[src/rtl/merge_pipe_pkg.sv]
// Shared constants, beat layout and arbitration helper for the merge_pipe block.
package merge_pipe_pkg;

  localparam int DEF_WIDTH = 128;
  localparam int DEF_NCH   = 4;
  localparam int DEF_DEPTH = 4;
  localparam int CHW       = $clog2(DEF_NCH);

  typedef struct packed {
    logic [DEF_WIDTH-1:0] data;
    logic [CHW-1:0]       chan;
  } beat_t;

  // First requester at or after 'start' (wrapping at n-1); start=0 gives fixed priority.
  function automatic logic [3:0] pick_chan(input logic [15:0] req, input logic [3:0] start, input int n);
    logic [3:0] res;
    logic [3:0] idx;
    res = 4'd0;
    for (int i = 15; i >= 0; i--) begin
      if (i < n) begin
        idx = 4'((int'(start) + i) % n);
        if (req[idx]) res = idx;
      end
    end
    return res;
  endfunction

endpackage

[src/rtl/merge_pipe_fifo.sv]
// Per-channel circular FIFO with ENA/RDY enqueue and dequeue; head word exposed combinationally.
module merge_pipe_fifo #(
  parameter int WIDTH = 128,
  parameter int DEPTH = 4
) (
  input  logic             i_clk,
  input  logic             i_rst_n,
  input  logic             i_enq_ena,
  input  logic [WIDTH-1:0] i_enq_v,
  output logic             o_enq_rdy,
  input  logic             i_deq_ena,
  output logic             o_deq_rdy,
  output logic [WIDTH-1:0] o_first
);

  localparam int PW = $clog2(DEPTH);
  localparam int CW = $clog2(DEPTH + 1);

  logic [WIDTH-1:0] r_mem [DEPTH];
  logic [PW-1:0]    r_wr_ptr;
  logic [PW-1:0]    r_rd_ptr;
  logic [CW-1:0]    r_count;
  logic             w_enq;
  logic             w_deq;

  assign o_enq_rdy = (r_count != CW'(DEPTH));
  assign o_deq_rdy = (r_count != '0);
  assign w_enq     = i_enq_ena & o_enq_rdy;
  assign w_deq     = i_deq_ena & o_deq_rdy;
  assign o_first   = r_mem[r_rd_ptr];

  // Storage carries no reset; validity is tracked by r_count alone.
  always_ff @(posedge i_clk) begin
    if (w_enq) r_mem[r_wr_ptr] <= i_enq_v;
  end

  always_ff @(posedge i_clk or negedge i_rst_n) begin
    if (!i_rst_n) begin
      r_wr_ptr <= '0;
      r_rd_ptr <= '0;
      r_count  <= '0;
    end else begin
      if (w_enq) r_wr_ptr <= r_wr_ptr + 1'b1;
      if (w_deq) r_rd_ptr <= r_rd_ptr + 1'b1;
      case ({w_enq, w_deq})
        2'b10:   r_count <= r_count + 1'b1;
        2'b01:   r_count <= r_count - 1'b1;
        default: r_count <= r_count;
      endcase
    end
  end

  a_enq_when_full: assert property (@(posedge i_clk) disable iff (!i_rst_n) i_enq_ena |-> o_enq_rdy);
  a_deq_when_empty: assert property (@(posedge i_clk) disable iff (!i_rst_n) i_deq_ena |-> o_deq_rdy);

endmodule

[src/rtl/merge_pipe.sv]
// NCH-channel merge: per-channel FIFOs drained by an arbiter into one registered output port.
// Define MERGE_PIPE_RR_EN for round-robin arbitration; default is fixed priority (channel 0 highest).
module merge_pipe
  import merge_pipe_pkg::*;
#(
  parameter int WIDTH = DEF_WIDTH,
  parameter int NCH   = DEF_NCH,
  parameter int DEPTH = DEF_DEPTH
) (
  input  logic                     i_clk,
  input  logic                     i_rst_n,
  input  logic [NCH-1:0]           i_in_enq_ena,
  input  logic [NCH*WIDTH-1:0]     i_in_enq_v,
  output logic [NCH-1:0]           o_in_enq_rdy,
  output logic                     o_out_enq_ena,
  output logic [WIDTH-1:0]         o_out_enq_v,
  output logic [$clog2(NCH)-1:0]   o_out_enq_chan,
  input  logic                     i_out_enq_rdy,
  output logic                     o_busy
);

  localparam int CH_W = $clog2(NCH);

  logic [NCH-1:0]       w_nonempty;
  logic [NCH-1:0]       w_deq;
  logic [NCH*WIDTH-1:0] w_first;
  logic                 w_load;
  logic                 w_any;
  logic [CH_W-1:0]      w_start;
  logic [CH_W-1:0]      w_grant;

  logic                 r_out_valid;
  logic [WIDTH-1:0]     r_out_data;
  logic [CH_W-1:0]      r_out_chan;

  generate
    for (genvar gi = 0; gi < NCH; gi++) begin : g_ch
      merge_pipe_fifo #(
        .WIDTH (WIDTH),
        .DEPTH (DEPTH)
      ) u_fifo (
        .i_clk     (i_clk),
        .i_rst_n   (i_rst_n),
        .i_enq_ena (i_in_enq_ena[gi]),
        .i_enq_v   (i_in_enq_v[gi*WIDTH +: WIDTH]),
        .o_enq_rdy (o_in_enq_rdy[gi]),
        .i_deq_ena (w_deq[gi]),
        .o_deq_rdy (w_nonempty[gi]),
        .o_first   (w_first[gi*WIDTH +: WIDTH])
      );
      assign w_deq[gi] = w_load & w_any & (w_grant == CH_W'(gi));
    end
  endgenerate

  // The register may refill whenever it is empty or its beat leaves this cycle.
  assign w_load  = ~r_out_valid | i_out_enq_rdy;
  assign w_any   = |w_nonempty;
  assign w_grant = CH_W'(pick_chan(16'(w_nonempty), 4'(w_start), NCH));

`ifdef MERGE_PIPE_RR_EN
  logic [CH_W-1:0] r_rr_ptr;

  assign w_start = r_rr_ptr;

  always_ff @(posedge i_clk or negedge i_rst_n) begin
    if (!i_rst_n) begin
      r_rr_ptr <= '0;
    end else if (w_load && w_any) begin
      r_rr_ptr <= (w_grant == CH_W'(NCH - 1)) ? '0 : w_grant + 1'b1;
    end
  end
`else
  assign w_start = '0;
`endif

  always_ff @(posedge i_clk or negedge i_rst_n) begin
    if (!i_rst_n) begin
      r_out_valid <= 1'b0;
      r_out_data  <= '0;
      r_out_chan  <= '0;
    end else if (w_load) begin
      if (w_any) begin
        r_out_valid <= 1'b1;
        r_out_data  <= w_first[w_grant*WIDTH +: WIDTH];
        r_out_chan  <= w_grant;
      end else begin
        r_out_valid <= 1'b0;
      end
    end
  end

  assign o_out_enq_ena  = r_out_valid & i_out_enq_rdy;
  assign o_out_enq_v    = r_out_data;
  assign o_out_enq_chan = r_out_chan;
  assign o_busy         = w_any | r_out_valid;

endmodule

[config.mk]
export PLATFORM = sky130hd
export DESIGN_NAME = merge_pipe
export DESIGN_NICKNAME = d
export VERILOG_FILES = /design/src/rtl/merge_pipe_pkg.sv /design/src/rtl/merge_pipe_fifo.sv /design/src/rtl/merge_pipe.sv
export SDC_FILE = /design/constraint.sdc
export NUM_CORES = 2
export LEC_CHECK = 0
export CAP_MARGIN = 0
export CORE_MARGIN = 3
export CORE_UTILIZATION = 55
export CTS_CLUSTER_SIZE = 40
export DETAILED_ROUTE_END_ITERATION = 10
export GPL_ROUTABILITY_DRIVEN = 0
export PLACE_DENSITY = 0.76
export SYNTH_ARGS = -nofsm -noshare
export SYNTH_HDL_FRONTEND = slang
export SYNTH_HIERARCHICAL = 1
export SYNTH_SLANG_ARGS = --single-unit
[constraint.sdc]
create_clock -name i_clk -period 4.1 [get_ports i_clk]
set_input_delay 1.23 -clock i_clk [delete_from_list [all_inputs] [get_ports i_clk]]
set_output_delay 1.23 -clock i_clk [all_outputs]
set_load 0.02 [all_outputs]
Yosys cells after proc, flatten, opt, wreduce, memory -nomap -nowiden. Memories as Yosys holds them, arrays and structs flattened. Cells that the tools add are included. Widths: inputs -> output; s select.

Register bits after elaboration: 159. Latch bits: 0. Memory bits (writable): 2048. ROM bits: 0. Input bits: 519. Output and inout bits: 136. Logic and storage cells: 96. Memories: 4.

Memory list: g_ch[0].u_fifo.r_mem (depth 4, width 128, read ports 1, clocked after Yosys merged registers in 0, wr ports 1, RTL line merge_pipe_fifo.sv:19) `logic [WIDTH-1:0] r_mem [DEPTH];`; g_ch[1].u_fifo.r_mem (depth 4, width 128, read ports 1, clocked after Yosys merged registers in 0, wr ports 1, RTL line merge_pipe_fifo.sv:19); g_ch[2].u_fifo.r_mem (depth 4, width 128, read ports 1, clocked after Yosys merged registers in 0, wr ports 1, RTL line merge_pipe_fifo.sv:19); g_ch[3].u_fifo.r_mem (depth 4, width 128, read ports 1, clocked after Yosys merged registers in 0, wr ports 1, RTL line merge_pipe_fifo.sv:19).

Add/sub/neg operators: 16. Multipliers: 0. Divide/modulo/power cells: 0. $lt $le $gt $ge: 0. Eq/ne operators: 15. Shift operators: 1. Muxes and demuxes: 17. Bitwise logic cells: 17. Reduce and logical (&&, ||, !) cells: 11.

Operator list (number): $shiftx 512x10->128 (1); $pmux 3 s2 (4); $add 2x1->2 const B (8); $and 1x1->1 (14); $add 3x1->3 const B (4); $eq 2x2->1 const B (6); $ne 3x3->1 const B (4); $reduce_bool 3->1 (4); $sub 3x1->3 const B (4); $eq 2x1->1 const B (5); $mux 1 (9); $mux 2 (4); $reduce_bool 2->1 (4); $reduce_or 4->1 (1); $logic_not 2->1 (1); $or 1x1->1 (2); $reduce_and 2->1 (1); $not 1->1 (1).

Logic depth before layout (Yosys ltp).
Depth in word-level cells: 10. Gate-level depth with buffers: 13. Gate-level depth less buffers: 10.

Hierarchy. The synthesis kept the hierarchy.

By module, submodules not included: merge_pipe_fifo at g_ch[0].u_fifo (times used 1, cells each 706, area each 18904.4 µm², sequential area each 15549.9 µm²); merge_pipe_fifo at g_ch[3].u_fifo (times used 1, cells each 706, area each 18901.9 µm², sequential area each 15549.9 µm²); merge_pipe_fifo at g_ch[1].u_fifo (times used 1, cells each 706, area each 18899.4 µm², sequential area each 15549.9 µm²); merge_pipe_fifo at g_ch[2].u_fifo (times used 1, cells each 706, area each 18889.4 µm², sequential area each 15549.9 µm²); merge_pipe (times used 1, cells each 1475, area each 11382.2 µm², sequential area each 3278.1 µm²).

Least setup slack after synthesis. Ideal clock, no wire load.

Path type: flip-flop to output port. Start: reg g_ch[0].u_fifo.r_count[2]. End: out o_busy. Arrival time: 2.268 ns. Required time: 2.870 ns. Path slack: 0.602 ns. Stages on the path, launching flop included: 8. Buffers on the path: 4. Cells stage by stage: dfrtp_1 -> or3_2 -> buf_2 -> or4_1 -> clkbuf_1 -> buf_2 -> buf_2 -> or2_1.

Cells in the longest elaborated chain, start to end: 3.

RTL lines: start, declared (RTL line merge_pipe_fifo.sv:22) `logic [CW-1:0] r_count;`; start signal, assigned (RTL line merge_pipe_fifo.sv:46) `2'b10: r_count <= r_count + 1'b1;`; start signal, assigned (RTL line merge_pipe_fifo.sv:47) `2'b01: r_count <= r_count - 1'b1;`; start signal, assigned (RTL line merge_pipe_fifo.sv:48) `default: r_count <= r_count;`; $reduce_bool 3->1 (RTL line merge_pipe_fifo.sv:27) `assign o_deq_rdy = (r_count != '0);`; net w_nonempty[0] (RTL line merge_pipe.sv:24) `logic [NCH-1:0] w_nonempty;`; $reduce_or 4->1 (RTL line merge_pipe.sv:57) `assign w_any = |w_nonempty;`; $or 1x1->1 (RTL line merge_pipe.sv:95) `assign o_busy = w_any | r_out_valid;`; end, declared (RTL line merge_pipe.sv:19) `output logic o_busy`.

The timed path passes the listed nets, and every way through them passes these cells.

Final worst setup path. Same ends and word-level chain as after synthesis.

==> flow_metrics.tcl <==
set metrics [dict create \
    synth.distinct_cells 42 \
    gr-usage-all-layers_pct 27.7 \
    port_buffers 654 \
    first_pass_iters 6 \
    remaining_drc_errors 0 \
    grt-ovfl-total 0 \
    core-area_mm2 0.157 \
    dpl.hpwl_mm 148 \
    tns_ns 0 \
    dieArea_mm2 0.163 \
    yosys.area.top_type_share_pct 70.7 \
    report.power.total_mw 72.6 \
    reg2reg_to "g_ch[3].u_fifo/r_count[2]$_DFFE_PN0P_" \
    pwr-share-comb_pct 29.3 \
    synth_edf_count 2048 \
    nets 5586 \
    cp-end-kind "output pin" \
    ir_worst_vdd_v 0.000543 \
    netlist_instances 4299 \
    cts_tree "done" \
    ctsHoldBuffers 0 \
    yosys-top-cells-count "2048 x edfxtp_1, 512 x mux4_2, 255 x a21oi_1" \
    grt_pass1_vias 46900 \
    status "finished clean" \
    antenna_found_initial 111 \
    htree_levels 4 \
    dpl.cell_count 6885 \
    drt-met1-wl_mm 84.3 \
    pre_cts_slack_ns 0.437 \
    start_kind "flip-flop" \
    num-fill-cells 9999 \
    setup_viol 0 \
    final-instance-count-excl-fill 7360 \
    p_int_mw 50.5 \
    swShare_pct 30.4 \
    dr_wl_met2_mm 110 \
    max_cap_violations 0 \
    fp.dieH_um 404 \
    synth_top_area_cell "edfxtp_1" \
    start_util_pct 55.5 \
    finalWirelength_mm 226 \
    highest_layer "met5" \
    leakage_nw 34.3 \
    max-slew-margin-rel_pct 28.3 \
    p_per_area_mw_per_mm2 699 \
    min_period_ns 3.99 \
    reg2reg_from "g_ch[1].u_fifo/r_count[0]$_DFFE_PN0P_" \
    ant_nets 0 \
    cp_max_fo 3 \
    synthFlopType "edfxtp_1" \
    clock_path_buffers 3 \
    cts_buffers 213 \
    final_max_slew_viol_count 0 \
    worstSetupPathType "flip-flop to output pin" \
    fin_crit_sh_pct 97.2 \
    vias_per_cell 6.34 \
    synth_most_common_cell "edfxtp_1" \
    placed_cell_area_mm2 0.0967 \
    cts.clk_slew.worst_paths_ns 0.06 \
    p_switching_mw 22.1 \
    netlist_area_mm2 0.0870 \
    grt_max_degree 181 \
    drtIter0Drc 5432 \
    syn_nets 4842 \
    yosys-top-cells-area "edfxtp_1 71%, mux4_2 13%, dfrtp_1 4.6%" \
    yosys_warnings 6 \
    required_ns 2.87 \
    grt_pass1_wl_mm 326 \
    ys_ff_latch 2207 \
    root_buffer "clkbuf_16" \
    ff2ff_path_depth 11 \
    worst_slew_pin_slew_ns 1.08 \
    seq_area_frac_synth_pct 75.3 \
    finClkSkew_ns 0.0568 \
    num_io_pins 655 \
    met3_length_mm 22.1 \
    final_area_mm2 0.104 \
    vias 46600 \
    arrival_ns 2.76 \
    finalHoldViolCount 0 \
    avgSynthCellArea_um2 20.2 \
    seq_power_share_pct 44.3 \
    routedWlPerCell_um 30.7 \
    cts_num_sinks 2207 \
    fin_ws_ns 0.114 \
    p_clk_share_pct 26.5 \
    clk_latency_ns 0.86 \
    hp-class "input port to asynchronous set/reset pin" \
    max_freq_mhz 251 \
    area_growth_syn_to_layout_pct 19.4 \
    synthArstFlopShare_pct 7.20 \
    drive_gt1_share_pct 19.5 \
    rsz0062_at_grt "false" \
    rrSetupSlack_ns 1.04 \
    fp.dieW_um 404 \
    rows 145 \
]
## logic make-up after synthesis
| logic type | after synthesis | share of synthesized area, % |
|---|---|---|
| compound gates | 645 | 4.48 |
| xor+xnor | 24 | 0.242 |
| fa+ha+maj | 24 | 0.380 |
| buf+inv | 441 | 2.51 |
| flops | 2207 | 75.3 |
| mux | 520 | 13.4 |
| simple gates | 438 | 3.74 |
## worst max-delay path, stage by stage (launching register included)
cell and delay, ns:
dfrtp_1 0.40, or3_4 0.40, or4_4 0.60, or2_1 0.23
clkdlybuf4s15_1 0.29
## power by group through the flow
| stage | registers, mW | clock network, mW | logic, mW |
|---|---|---|---|
| after global routing | 32.4 | 20.3 | 22.4 |
| after detailed placement | 32.5 | 0 | 21.2 |
| after global placement | 32.2 | 0 | 20.9 |
| after floorplan | 32.2 | 0 | 13.0 |
| final | 32.1 | 19.2 | 21.2 |
| after CTS | 32.1 | 19.4 | 21.4 |
## per-stage QoR
step | hold WS (ns) | utilization [%]
CTS | 0.440 | 66.1
detailed placement | 0.480 | 61.7
global route | 0.474 | 66.2
global placement | 0.475 | 61.7
finish | 0.447 | 66.3
floorplan | 0.449 | -
## routing by layer
| metal | global-route usage [%] | vias up |
|---|---|---|
| met2 | 43.7 | 2574 |
| met5 | 0 | - |
| met3 | 6.46 | 450 |
| met4 | 11.8 | 52 |
| met1 | 37.7 | 24400 |
| li1 | - | 19200 |
## final cells by class
cell class	count	area (µm²)	share of cell area (%)
Antenna cell	79	198	0.190
Timing Repair Buffer	818	8680	8.36
Clock buffer	302	5910	5.69
Inverter	152	571	0.549
Multi-Input combinational cell	1651	19400	18.7
Tap cell	2058	2570	2.48
Clock inverter	93	1000	0.967
Sequential cell	2207	65500	63.1
## sequential cells by signal, indices dropped and copies added, names as in the netlist
register	count
g_ch.u_fifo/r_count	12
g_ch.u_fifo/r_mem	2048
g_ch.u_fifo/r_rd_ptr	8
g_ch.u_fifo/r_wr_ptr	8
o_out_enq_chan	2
o_out_enq_v	128
r_out_valid	1
## cell usage in the layout (no fill, tap or decap), types with 5 or more instances in the layout
cell	instances
and2_4	5
diode_2	79
clkbuf_8	21
dfrtp_1	151
bufinv_16	13
a22o_1	127
clkdlybuf4s50_1	652
clkinv_8	5
clkbuf_16	215
and3_4	16
a21oi_1	255
clkinv_16	6
a31oi_1	127
dfrtp_4	8
ha_1	20
nand3b_1	129
edfxtp_1	2048
nor2_1	7
clkinv_1	35
and3b_1	128
nor2b_1	127
xnor2_1	12
xor2_1	12
buf_12	72
clkinv_2	25
clkbuf_1	67
mux4_2	512
o21ai_0	128
inv_1	152
buf_4	92
## timing repair
item / CTS / global route
buffers inserted: 1 / 0
gates cloned: 0 / 0
setup endpoints to repair: 1 / 1
resized for setup: 1 / 1
pin swaps: 1 / 0
## worst max-delay path by stage
stage / startpoint / to / slack, ns / depth (start not counted)
6_report: g_ch[0].u_fifo/r_count[2]$_DFFE_PN0P_ / o_busy / 0.11 / 4
5_1_grt: g_ch[0].u_fifo/r_count[2]$_DFFE_PN0P_ / o_busy / 0.02 / 4
4_1_cts: g_ch[0].u_fifo/r_count[2]$_DFFE_PN0P_ / o_busy / 0.01 / 4
3_5_place_dp: i_out_enq_rdy / o_out_enq_ena / 0.44 / 3
3_3_place_gp: i_out_enq_rdy / o_out_enq_ena / 0.45 / 3
2_1_floorplan: g_ch[0].u_fifo/r_count[2]$_DFFE_PN0P_ / o_busy / 0.60 / 7
Power figures use the tool's default switching activity.
